==> src/rtl/uart_pkg.sv <==
// Shared types and helpers for the UART receive path.
package uart_pkg;

    typedef enum logic [2:0] {
        IDLE  = 3'd0,
        START = 3'd1,
        DATA  = 3'd2,
        STOP  = 3'd3,
        BREAK = 3'd4
    } uart_rx_state_t;

    localparam int UART_DATA_BITS = 8;

    function automatic int clks_per_bit(input int clk_hz, input int baud);
        return clk_hz / baud;
    endfunction

endpackage

==> src/rtl/sync_2ff.sv <==
// Two-flop synchronizer for a single asynchronous input, with selectable reset value.
module sync_2ff #(
    parameter logic RESET_VAL = 1'b0
) (
    input  logic clk_i,
    input  logic rst_ni,
    input  logic d_i,
    output logic q_o
);

    logic meta_q;
    logic sync_q;

    always_ff @(posedge clk_i or negedge rst_ni) begin
        if (!rst_ni) begin
            meta_q <= RESET_VAL;
            sync_q <= RESET_VAL;
        end else begin
            meta_q <= d_i;
            sync_q <= meta_q;
        end
    end

    assign q_o = sync_q;

endmodule

==> src/rtl/uart_rx_byte.sv <==
// 8N1 UART receiver with a one-entry valid/ready holding register,
// framing-error pulse and sticky overrun flag.
module uart_rx_byte
    import uart_pkg::*;
#(
    parameter int CLK_HZ       = 50_000_000,
    parameter int BAUD         = 115200,
    parameter int CLKS_PER_BIT = clks_per_bit(CLK_HZ, BAUD)
) (
    input  logic       CLOCK_50,
    input  logic       reset_n,
    input  logic       rxd,
    output logic [7:0] rx_data,
    output logic       rx_valid,
    input  logic       rx_ready,
    output logic       frame_err,
    output logic       overrun
);

    localparam int CNT_W = $clog2(CLKS_PER_BIT);
    localparam logic [CNT_W-1:0] CNT_HALF = CNT_W'(CLKS_PER_BIT / 2 - 1);
    localparam logic [CNT_W-1:0] CNT_LAST = CNT_W'(CLKS_PER_BIT - 1);
    localparam logic [2:0]       IDX_LAST = 3'(UART_DATA_BITS - 1);

    logic rxs;

    // Idle-high line: presetting to 1 keeps reset release from looking like a start bit.
    sync_2ff #(.RESET_VAL(1'b1)) u_sync_rxd (
        .clk_i (CLOCK_50),
        .rst_ni(reset_n),
        .d_i   (rxd),
        .q_o   (rxs)
    );

    uart_rx_state_t              state_q, state_d;
    logic [CNT_W-1:0]            cnt_q, cnt_d;
    logic [2:0]                  idx_q, idx_d;
    logic [UART_DATA_BITS-1:0]   shift_q, shift_d;
    logic [UART_DATA_BITS-1:0]   data_q, data_d;
    logic                        valid_q, valid_d;
    logic                        ferr_q, ferr_d;
    logic                        ovr_q, ovr_d;
    logic                        bit_tick;
    logic                        byte_done;
    logic                        stop_bad;
    logic                        handshake;

    assign bit_tick = (cnt_q == CNT_LAST);

    always_comb begin
        state_d   = state_q;
        cnt_d     = cnt_q;
        idx_d     = idx_q;
        shift_d   = shift_q;
        byte_done = 1'b0;
        stop_bad  = 1'b0;
        case (state_q)
            IDLE: begin
                if (!rxs) begin
                    state_d = START;
                    cnt_d   = '0;
                end
            end
            START: begin
                if (cnt_q == CNT_HALF) begin
                    if (!rxs) begin
                        state_d = DATA;
                        cnt_d   = '0;
                        idx_d   = '0;
                    end else begin
                        state_d = IDLE;
                    end
                end else begin
                    cnt_d = cnt_q + 1'b1;
                end
            end
            DATA: begin
                if (bit_tick) begin
                    shift_d[idx_q] = rxs;
                    cnt_d          = '0;
                    if (idx_q == IDX_LAST) begin
                        state_d = STOP;
                    end else begin
                        idx_d = idx_q + 1'b1;
                    end
                end else begin
                    cnt_d = cnt_q + 1'b1;
                end
            end
            STOP: begin
                if (bit_tick) begin
                    cnt_d = '0;
                    if (rxs) begin
                        byte_done = 1'b1;
                        state_d   = IDLE;
                    end else begin
                        stop_bad = 1'b1;
                        state_d  = BREAK;
                    end
                end else begin
                    cnt_d = cnt_q + 1'b1;
                end
            end
            BREAK: begin
                if (rxs) begin
                    state_d = IDLE;
                end
            end
            default: state_d = IDLE;
        endcase
    end

    assign handshake = valid_q & rx_ready;

    // A completion in the same cycle as a handshake refills the register; set beats clear.
    always_comb begin
        valid_d = valid_q;
        data_d  = data_q;
        ovr_d   = ovr_q;
        ferr_d  = stop_bad;
        if (handshake) begin
            valid_d = 1'b0;
            ovr_d   = 1'b0;
        end
        if (byte_done) begin
            if (!valid_q || handshake) begin
                data_d  = shift_q;
                valid_d = 1'b1;
            end else begin
                ovr_d = 1'b1;
            end
        end
    end

    always_ff @(posedge CLOCK_50 or negedge reset_n) begin
        if (!reset_n) begin
            state_q <= IDLE;
            cnt_q   <= '0;
            idx_q   <= '0;
            shift_q <= '0;
            data_q  <= '0;
            valid_q <= 1'b0;
            ferr_q  <= 1'b0;
            ovr_q   <= 1'b0;
        end else begin
            state_q <= state_d;
            cnt_q   <= cnt_d;
            idx_q   <= idx_d;
            shift_q <= shift_d;
            data_q  <= data_d;
            valid_q <= valid_d;
            ferr_q  <= ferr_d;
            ovr_q   <= ovr_d;
        end
    end

    assign rx_data   = data_q;
    assign rx_valid  = valid_q;
    assign frame_err = ferr_q;
    assign overrun   = ovr_q;

endmodule

==> config.mk <==
export PLATFORM = sky130hd
export DESIGN_NAME = uart_rx_byte
export DESIGN_NICKNAME = d
export VERILOG_FILES = /design/src/rtl/uart_pkg.sv /design/src/rtl/sync_2ff.sv /design/src/rtl/uart_rx_byte.sv
export SDC_FILE = /design/constraint.sdc
export NUM_CORES = 1
export LEC_CHECK = 0
export ABC_CLOCK_PERIOD_IN_PS = 6500
export BUFFER_PORTS_ARGS = -buffer_cell sky130_fd_sc_hd__buf_2
export CAP_MARGIN = 15
export CORE_AREA = 2 2 82 45
export CTS_CLUSTER_DIAMETER = 80
export DETAILED_ROUTE_END_ITERATION = 8
export DIE_AREA = 0 0 84 47
export HOLD_SLACK_MARGIN = 0.08
export PLACE_DENSITY = 0.85
export SLEW_MARGIN = 20
export SYNTH_ARGS = -nofsm -noshare
export SYNTH_HDL_FRONTEND = slang
export SYNTH_SLANG_ARGS = --single-unit
export TNS_END_PERCENT = 1
==> constraint.sdc <==
create_clock -name CLOCK_50 -period 6.5 [get_ports CLOCK_50]
set_clock_uncertainty 0.15 [all_clocks]
set_input_delay 0.65 -clock CLOCK_50 [delete_from_list [all_inputs] [get_ports CLOCK_50]]
set_output_delay 0.65 -clock CLOCK_50 [all_outputs]
set_load 0.03 [all_outputs]
==> qor.yml, run 1 <==
clocking:
  htreeDepth: 2
  cts_resized: 0
  ctsHoldBuffers: 0
  clk_path_buf_depth: 2
  tritoncts: "built"
  clkTransAtPathRegs_ps: 70
  root_buffer: "clkbuf_8"
  cts_inserted_buffers: 5
  clock-sinks: 36
  postCtsSetupRepairBufs: 0
  clk_latency_ps: 280
global_routing:
  grt_pass1_vias: 1294
  grt_pass1_wl_mm: 6.33
  met1_usage: 0.307
  overflow: 0
  grt_usage: 0.214
  use_met2: 0.331
  antenna_found_initial: 0
  grt.busiest_layer: "met2"
  grt_max_degree: 37
  grtUsageMet3: 0.0580
timing:
  period_share: 0.367
  finalMaxSlewViolations: 0
  fmax_ghz: 0.419
  holdWs_ps: 215
  worst_slack_ps: 4110
  setup_tns_ps: 0
  tightest_slew_ps: 787
  slew_headroom: 0.475
  fin_crit_ps: 2390
  hold_viol_final: 0
  rsz0062_at_grt: "no"
  setup_viol: 0
drt:
  drtPass1Iterations: 4
  vias_per_cell: 6.18
  wire_per_inst_um: 17.5
  drc: 0
  drtIter0Drc: 173
  final_antenna_net_count: 0
  wl_mm: 3.84
  vias: 1359
logic_synthesis:
  synth.top_cells.by_area: "dfrtp_1 (46%), mux2_2 (8.0%), ha_1 (3.4%), mux2_1 (3.1%), dfstp_2 (2.9%)"
  synth_most_common_cell: "dfrtp_1"
  synth_common_cells: "dfrtp_1 (34), mux2_2 (13), inv_1 (12)"
  ys_dominant_reg_cell: "dfrtp_1"
  syn_nets: 169
  syn_inst: 160
  yosys.area.top_type_share: 0.463
  async_flop_share: 1.00
  synth-seq-area-share: 0.492
  ys_types: 48
  yosys.area.top_type: "dfrtp_1"
  yosys_warnings: 0
  netlist_area_mm2: 0.00184
  synth_edf_count: 0
  syn_avg_cell_area_um2: 11.5
  synth-seq-cells: 36
floorplan:
  fp.dieH_um: 47
  die_x_um: 84
  coreArea_mm2: 0.00325
  io_pins: 15
  fp-row-count: 15
  dieArea_mm2: 0.00395
  start_util: 0.566
worst_hold_path:
  min_path_cells: 0
  hp-start: "u_sync_rxd.meta_q"
  hold_end: "u_sync_rxd.q_o"
  worstHoldPathType: "reg2reg"
final_layout:
  post-route-util: 0.627
  drive_above_1_share: 0.258
  nFillCells: 252
  syn2layout_area_growth_pct: 10.8
  antenna_cells: 0
  nets: 186
pwr:
  p_leak_nw: 0.917
  total_power_w: 0.000395
  peakVddDrop_mv: 0.121
  p_per_area_mw_per_mm2: 194
critical_path:
  cp-start-kind: "flip-flop"
  regToRegEndpoint: "idx_q[0]"
  arrival_ps: 2400
  critPathMaxFanout: 7
  required_ps: 6520
  path_class: "reg2reg"
  timing.rr.start: "idx_q[0]"
  ff2ff_path_depth: 6
  worst_setup_path_end_kind: "flip-flop"
  r2r_setup_slack_ps: 4110
place:
  place_ws_ps: 4150
  port_buffers: 14
  place.gp.congestion: 0.891
  dp_hpwl_mm: 2.78
status:
  status: "finished clean"
run:
  drv_cap: 0
==> layout make-up <==
cell class              count  area [µm²]  share of cell area
inverters                  12        45.0              0.0221
clock buffers               6        82.6              0.0406
multi-input cells         108         872               0.428
repair buffers             14        70.1              0.0344
clock inverters             2        10.0             0.00492
flip-flops and latches     36         903               0.444
well taps                  42        52.6              0.0258
==> per-layer routing <==
metal / up-vias / share of wire
met1: 654 / 0.46
met5: - / 0
met4: 0 / 0.0091
met2: 68 / 0.44
li1: 630 / -
met3: 7 / 0.088
==> registers in the layout, summed over array words and instances, names as in the netlist <==
name / cells
state_q: 3
overrun: 1
shift_q: 8
u_sync_rxd.meta_q: 1
u_sync_rxd.q_o: 1
frame_err: 1
cnt_q: 9
rx_data: 8
idx_q: 3
rx_valid: 1
==> through the flow <==
step                      cell area (µm²)  cells
final                                2040    220
after detailed placement             1940    212
after global routing                 2040    220
after global placement               1940    212
after floorplan                      1840    160
after CTS                            2040    220
==> cells in the final DEF, fill, tap and decap left out, drive strengths merged, types with 2 or more instances in the layout <==
master and n:
dfrtp 34, mux2 18, buf 14, inv 12, o21ai 9, nand2 8, nand3 8, nor2 7
clkbuf 6, nor3 6, ha 5, nor4 5, a21oi 4, o22ai 4, o221ai 3, nor2b 2
nand2b 2, nor4b 2, a22o 2, xnor2 2, clkinv 2, dfstp 2, a31oi 2
==> cell families (layout without fill, tap and decap cells) <==
logic type | after synthesis | count (layout) | share of synthesized area
and+or+nand+nor | 51 | 51 | 0.196
DFF | 36 | 36 | 0.492
AOI/OAI and AO/OA | 31 | 31 | 0.120
muxes | 19 | 19 | 0.116
buffers and inverters | 16 | 34 | 0.0334
adders and majority gates | 5 | 5 | 0.0341
xor gates and xnor gates | 2 | 2 | 0.00954
==> where the power goes <==
part	internal, W	switching, W
clock	0.0000845	0.0000754
combinational	0.00000161	0.00000614
sequential	0.000226	0.00000158
total	0.000312	0.0000832
==> critical path, stage by stage, from the launching register on <==
cell and delay (ps):
dfrtp_1 460, ha_1 240, ha_1 190, or4b_1 550, nor4_4 230, o21bai_1 150
mux2_2 290
==> how the worst max path moves through the flow <==
stage	start	endpoint	cells past startpoint
global route	idx_q[0]	idx_q[0]	6
global placement	idx_q[0]	idx_q[0]	6
detailed placement	idx_q[0]	idx_q[0]	6
finish	idx_q[0]	idx_q[0]	6
floorplan	idx_q[0]	idx_q[0]	6
CTS	idx_q[0]	idx_q[0]	6
Note: power is estimated with default switching activity, not from simulation.
==> run 2, diff against run 1 <==
--- a/config.mk
+++ b/config.mk
@@ -5,15 +5,16 @@
 export SDC_FILE = /design/constraint.sdc
 export NUM_CORES = 1
 export LEC_CHECK = 0
-export ABC_CLOCK_PERIOD_IN_PS = 6500
+export ABC_AREA = 1
+export ABC_CLOCK_PERIOD_IN_PS = 1900
 export BUFFER_PORTS_ARGS = -buffer_cell sky130_fd_sc_hd__buf_2
 export CAP_MARGIN = 15
-export CORE_AREA = 2 2 82 45
+export CORE_AREA = 2 2 90 49
 export CTS_CLUSTER_DIAMETER = 80
 export DETAILED_ROUTE_END_ITERATION = 8
-export DIE_AREA = 0 0 84 47
+export DIE_AREA = 0 0 92 51
 export HOLD_SLACK_MARGIN = 0.08
-export PLACE_DENSITY = 0.85
+export PLACE_DENSITY = 0.8
 export SLEW_MARGIN = 20
 export SYNTH_ARGS = -nofsm -noshare
 export SYNTH_HDL_FRONTEND = slang
==> constraint.sdc (replaced) <==
create_clock -name CLOCK_50 -period 1.9 [get_ports CLOCK_50]
set_clock_uncertainty 0.15 [all_clocks]
set_input_delay 0.19 -clock CLOCK_50 [delete_from_list [all_inputs] [get_ports CLOCK_50]]
set_output_delay 0.19 -clock CLOCK_50 [all_outputs]
set_load 0.03 [all_outputs]
==> qor.yml, run 2 <==
final_layout:
  post-route-util: 0.562
  instances_no_fill: 319
  final_cell_mix: "nand2_1 (78), dfrtp_1 (34), nand3_1 (28)"
  syn2layout_area_growth_pct: 14.2
  largest_reg_flops: 9
  antenna_cells: 0
  final_common_cell: "nand2_1"
  nets: 270
  drive_above_1_share: 0.206
  largest_register: "cnt_q"
pwr:
  peakVddDrop_mv: 0.272
  power.share.sequential: 0.523
  intPower_w: 0.00117
  p_sw_frac: 0.207
  p_per_area_mw_per_mm2: 651
  p_leak_nw: 1.15
  power_frac_comb: 0.027
  clockPowerShare: 0.450
  p_switching_w: 0.000307
place:
  dp_hpwl_mm: 3.02
  place.gp.congestion: 0.891
  dp.cells: 306
  port_buffers: 14
logic_synthesis:
  synth-seq-area-share: 0.455
  synth-seq-cells: 36
  syn_inst: 236
  yosys.area.top_type_share: 0.428
  synth.top_cells.by_area: "dfrtp_1 (43%), nand2_1 (15%), nand3_1 (7.1%), inv_1 (3.8%), o21ai_1 (3.3%)"
  yosys.area.top_type: "dfrtp_1"
  synth_compound_area_frac: 0.0523
  synth_edf_count: 0
  synthXorXnorAreaFrac: 0.0176
  synth_common_cells: "nand2_1 (78), dfrtp_1 (34), nand3_1 (28)"
  synth_top_family_by_area: "simple AND/OR/NAND/NOR gates"
  yosys.area_share.simple: 0.375
  netlist_area_mm2: 0.00199
  yosys_warnings: 0
  yosys-mux-area-fraction: 0
  ys_types: 30
  yosys.area_share.adder: 0.0315
  synth_most_common_cell: "nand2_1"
  syn_nets: 245
  syn_avg_cell_area_um2: 8.42
  async_flop_share: 1.00
  ys_dominant_reg_cell: "dfrtp_1"
global_routing:
  grt_pass1_vias: 1366
  antenna_found_initial: 0
  overflow: 0
  grt_usage: 0.187
  grt_pass1_wl_mm: 6.62
  grt_max_degree: 37
clocking:
  cts_resized: 0
  clock-sinks: 36
  cts_inserted_buffers: 5
  clk_path_buf_depth: 2
  tritoncts: "built"
  clk_latency_ps: 290
  clkTransAtPathRegs_ps: 70
  htreeDepth: 2
  root_buffer: "clkbuf_8"
critical_path:
  r2r_setup_slack_ps: 80
  arrival_ps: 1900
  crit_start: "cnt_q[1]"
  ff2ff_path_depth: 9
  regToRegEndpoint: "rx_data[7]"
  worst_setup_path_end_kind: "flip-flop"
  required_ps: 1980
  timing.rr.start: "cnt_q[1]"
  critPathMaxFanout: 9
  cp-endpoint: "rx_data[7]"
  cp-start-kind: "flip-flop"
  path_class: "reg2reg"
timing:
  period_share: 0.958
  slew_headroom: 0.679
  hold_viol_final: 0
  setup_tns_ps: 0
  rsz0062_at_grt: "no"
  setup_viol: 0
  finalMaxSlewViolations: 0
  tightest_slew_ps: 481
  fin_crit_ps: 1820
  fmax_ghz: 0.550
drt:
  drtIter0Drc: 128
  wire_per_inst_um: 12.5
  drtPass1Iterations: 4
  vias_per_cell: 4.94
  vias: 1575
  drc: 0
  final_antenna_net_count: 0
  wl_mm: 3.98
floorplan:
  die_x_um: 92
  start_util: 0.492
  io_pins: 15
  coreArea_mm2: 0.00404
  fp-row-count: 17
  fp.dieH_um: 51
  dieArea_mm2: 0.00469
worst_hold_path:
  worstHoldPathType: "reg2reg"
run:
  drv_cap: 0
status:
  status: "finished clean"
[run 2: critical path, cell delays in order (launching register included)]
cell and delay (ps):
dfrtp_1 440, inv_1 110, ha_1 150, nand2_1 80, nor3_4 150, nand2_4 160, nor3_4 200, buf_4 170
nand2_1 80, nand2_1 70
[run 2: area by class of cell]
type                       instances  area [µm²]
clock buffer                       5        68.8
clock inverter                     3        42.5
fill                             351        1770
inverter                          24         100
multi-input combinational        172         946
sequential                        36         903
tap                               57        71.3
timing repair buffer              22         138
[run 2: kinds of logic after synthesis]
family,after synthesis
DFF,36
xor gates and xnor gates,4
buffers and inverters,28
and+or+nand+nor,144
AOI/OAI and AO/OA,19
adders and majority gates,5
[run 2: worst min-delay path by stage]
stage,from,slack (ps),cells past startpoint,endpoint
finish,u_sync_rxd.meta_q,210,0,u_sync_rxd.q_o
global route,u_sync_rxd.meta_q,210,0,u_sync_rxd.q_o
CTS,u_sync_rxd.meta_q,210,0,u_sync_rxd.q_o
detailed placement,reset_n,100,2,rx_data[0]
global placement,reset_n,100,2,rx_data[0]
floorplan,reset_n,-260,0,cnt_q[0]
[run 2: layer usage]
layer | routed length, µm | vias to the layer above | GRT usage | part of all wire
met2 | 1440 | 50 | 0.227 | 0.36
met4 | 37 | 0 | 0.0647 | 0.0093
met3 | 287 | 6 | 0.0442 | 0.072
met1 | 2210 | 714 | 0.309 | 0.56
li1 | - | 805 | - | -
met5 | 0 | - | 0 | 0
[run 2: metrics by stage]
step | instance area [µm²] | hold WS (ps) | power (W) | setup WS (ps)
3_5_place_dp | 2110 | 98.5 | 0.000824 | 82.3
4_1_cts | 2250 | 213 | 0.00149 | 79.2
5_1_grt | 2270 | 213 | 0.00153 | 1.09
3_3_place_gp | 2110 | 98.4 | 0.000823 | 155
6_report | 2270 | 211 | 0.00148 | 80.5
2_1_floorplan | 1990 | -256 | 0.000800 | 307
[run 2: power by group through the flow]
stage / Clock (W) / Combinational (W) / Sequential (W)
after floorplan: 0 / 0.0000112 / 0.000789
after global placement: 0 / 0.0000368 / 0.000787
after global routing: 0.000717 / 0.0000464 / 0.000772
after detailed placement: 0 / 0.0000369 / 0.000787
final: 0.000665 / 0.0000406 / 0.000772
after CTS: 0.000678 / 0.0000415 / 0.000772
[run 2: repair_timing]
action                                  in CTS  in global routing
buffers inserted                             0                  2
endpoints found under the setup margin       0                  5
endpoints found under the hold margin       36                  0
hold buffers                                 3                  0
==> run 3, diff against run 2 <==
--- a/config.mk
+++ b/config.mk
@@ -6,15 +6,15 @@
 export NUM_CORES = 1
 export LEC_CHECK = 0
 export ABC_AREA = 1
-export ABC_CLOCK_PERIOD_IN_PS = 1900
+export ABC_CLOCK_PERIOD_IN_PS = 1800
 export BUFFER_PORTS_ARGS = -buffer_cell sky130_fd_sc_hd__buf_2
 export CAP_MARGIN = 15
-export CORE_AREA = 2 2 90 49
+export CORE_AREA = 2 2 86 47
 export CTS_CLUSTER_DIAMETER = 80
 export DETAILED_ROUTE_END_ITERATION = 8
-export DIE_AREA = 0 0 92 51
+export DIE_AREA = 0 0 88 49
 export HOLD_SLACK_MARGIN = 0.08
-export PLACE_DENSITY = 0.8
+export PLACE_DENSITY = 0.83
 export SLEW_MARGIN = 20
 export SYNTH_ARGS = -nofsm -noshare
 export SYNTH_HDL_FRONTEND = slang
==> constraint.sdc (replaced) <==
create_clock -name CLOCK_50 -period 1.8 [get_ports CLOCK_50]
set_clock_uncertainty 0.15 [all_clocks]
set_input_delay 0.18 -clock CLOCK_50 [delete_from_list [all_inputs] [get_ports CLOCK_50]]
set_output_delay 0.18 -clock CLOCK_50 [all_outputs]
set_load 0.03 [all_outputs]
==> qor.yml, run 3 (same netlist as run 2, synthesis figures left out) <==
status:
  status: "finished clean"
final_layout:
  largest_register: "cnt_q"
  final_common_cell: "nand2_1"
  post-route-util: 0.632
  antenna_cells: 0
  design_area_mm2: 0.00229
  largest_reg_flops: 9
  drive_above_1_share: 0.223
  final_cell_mix: "nand2_1 (78), dfrtp_1 (34), nand3_1 (28)"
  syn2layout_area_growth_pct: 15.3
  nets: 273
global_routing:
  antenna_found_initial: 0
  grt_usage: 0.215
  met1_usage: 0.343
  grt.busiest_layer: "met1"
  use_met2: 0.282
  grt_pass1_vias: 1469
  grt_pass1_wl_mm: 6.96
  grt_max_degree: 37
  grtUsageMet3: 0.0660
  overflow: 0
floorplan:
  coreArea_mm2: 0.00362
  fp-row-count: 16
  die_x_um: 88
  dieArea_mm2: 0.00431
  fp.dieH_um: 49
  start_util: 0.548
  io_pins: 15
drt:
  wire_per_inst_um: 12.8
  drtPass1Iterations: 5
  wl_mm: 4.08
  vias: 1619
  final_antenna_net_count: 0
  vias_per_cell: 5.08
  drtIter0Drc: 147
  drc: 0
critical_path:
  arrival_ps: 1780
  cp-start-kind: "flip-flop"
  worst-path-buf-inv: 2
  crit_family: "simple AND/OR/NAND/NOR gates"
  cp_common_cell: "nand2_1"
  required_ps: 1880
  max_stage_delay_ps: 410
  crit_chain: "inv_2 -> ha_1 -> nand2_1 -> nor3_4 -> nand2_4 -> nor3_4 -> buf_4 -> nand2_1 -> nand2_1"
  critPathSlowestCell: "dfrtp_1"
  path_class: "reg2reg"
  worst_setup_path_end_kind: "flip-flop"
  critPathMaxFanout: 9
place:
  place.gp.congestion: 0.989
  place_area_mm2: 0.00213
  dp_hpwl_mm: 2.95
  port_buffers: 14
  place_ws_ps: 73.9
run:
  drv_cap: 0
clocking:
  clk_latency_ps: 290
  clock-sinks: 36
  htreeDepth: 2
  root_buffer: "clkbuf_8"
  clk_path_buf_depth: 2
  tritoncts: "built"
  clkTransAtPathRegs_ps: 70
  cts_inserted_buffers: 5
timing:
  worst_slack_ps: 95.4
  hold_viol_final: 0
  period_share: 0.947
  fmax_ghz: 0.587
  finalMaxSlewViolations: 0
  slew_headroom: 0.702
  rsz0062_at_grt: "yes"
  setup_viol: 0
  fin_crit_ps: 1700
  tightest_slew_ps: 447
  setup_tns_ps: 0
pwr:
  peakVddDrop_mv: 0.483
  p_per_area_mw_per_mm2: 685
  p_leak_nw: 1.17
  total_power_w: 0.00157
worst_hold_path:
  worstHoldPathType: "reg2reg"
[run 3: stage by stage]
step | std cells | hold slack (ps)
floorplan | 236 | -266
global route | 319 | 216
finish | 319 | 209
global placement | 306 | 90.8
CTS | 317 | 209
detailed placement | 306 | 92.7
[run 3: repair_timing]
item,in CTS,in global routing
setup buffers,0,2
endpoints found under the hold margin,36,0
setup endpoints to repair,0,22
hold buffers,3,0
resized for setup,0,2
[run 3: worst reg2reg max path, cell delays in order (launching register included)]
cell	delay, ps
dfrtp_1	410
inv_2	80
ha_1	130
nand2_1	80
nor3_4	150
nand2_4	160
nor3_4	220
buf_4	160
nand2_1	50
nand2_1	60
[run 3: metal layers]
metal,part of all wire,vias up
met5,0,-
li1,-,810
met2,0.39,45
met1,0.53,762
met4,0.0027,0
met3,0.077,2
[run 3: worst paths after layout]
kind / start / to / slack, ps / cells after the start
worst min-delay path: u_sync_rxd.meta_q / u_sync_rxd.q_o / 210 / 0
worst max-delay path: cnt_q[1] / rx_data[6] / 100 / 9
worst min register to register: u_sync_rxd.meta_q / u_sync_rxd.q_o / 210 / 0
max in group asynchronous: reset_n / u_sync_rxd.q_o / 860 / 3
min in group asynchronous: reset_n / cnt_q[4] / 310 / 3
worst max register to register: cnt_q[1] / rx_data[6] / 100 / 9
[run 3: layout make-up]
class	instances	area [µm²]
inverters	24	100
fillers	306	1330
flip-flops and latches	36	903
well taps	54	67.6
clock buffers	5	68.8
clock inverters	3	42.5
multi-input cells	172	948
repair buffers	25	160
[run 3: power by group]
group	internal (W)	switching, W
sequential	0.000814	0.00000376
combinational	0.0000128	0.0000280
clock	0.000410	0.000300
total	0.00124	0.000332
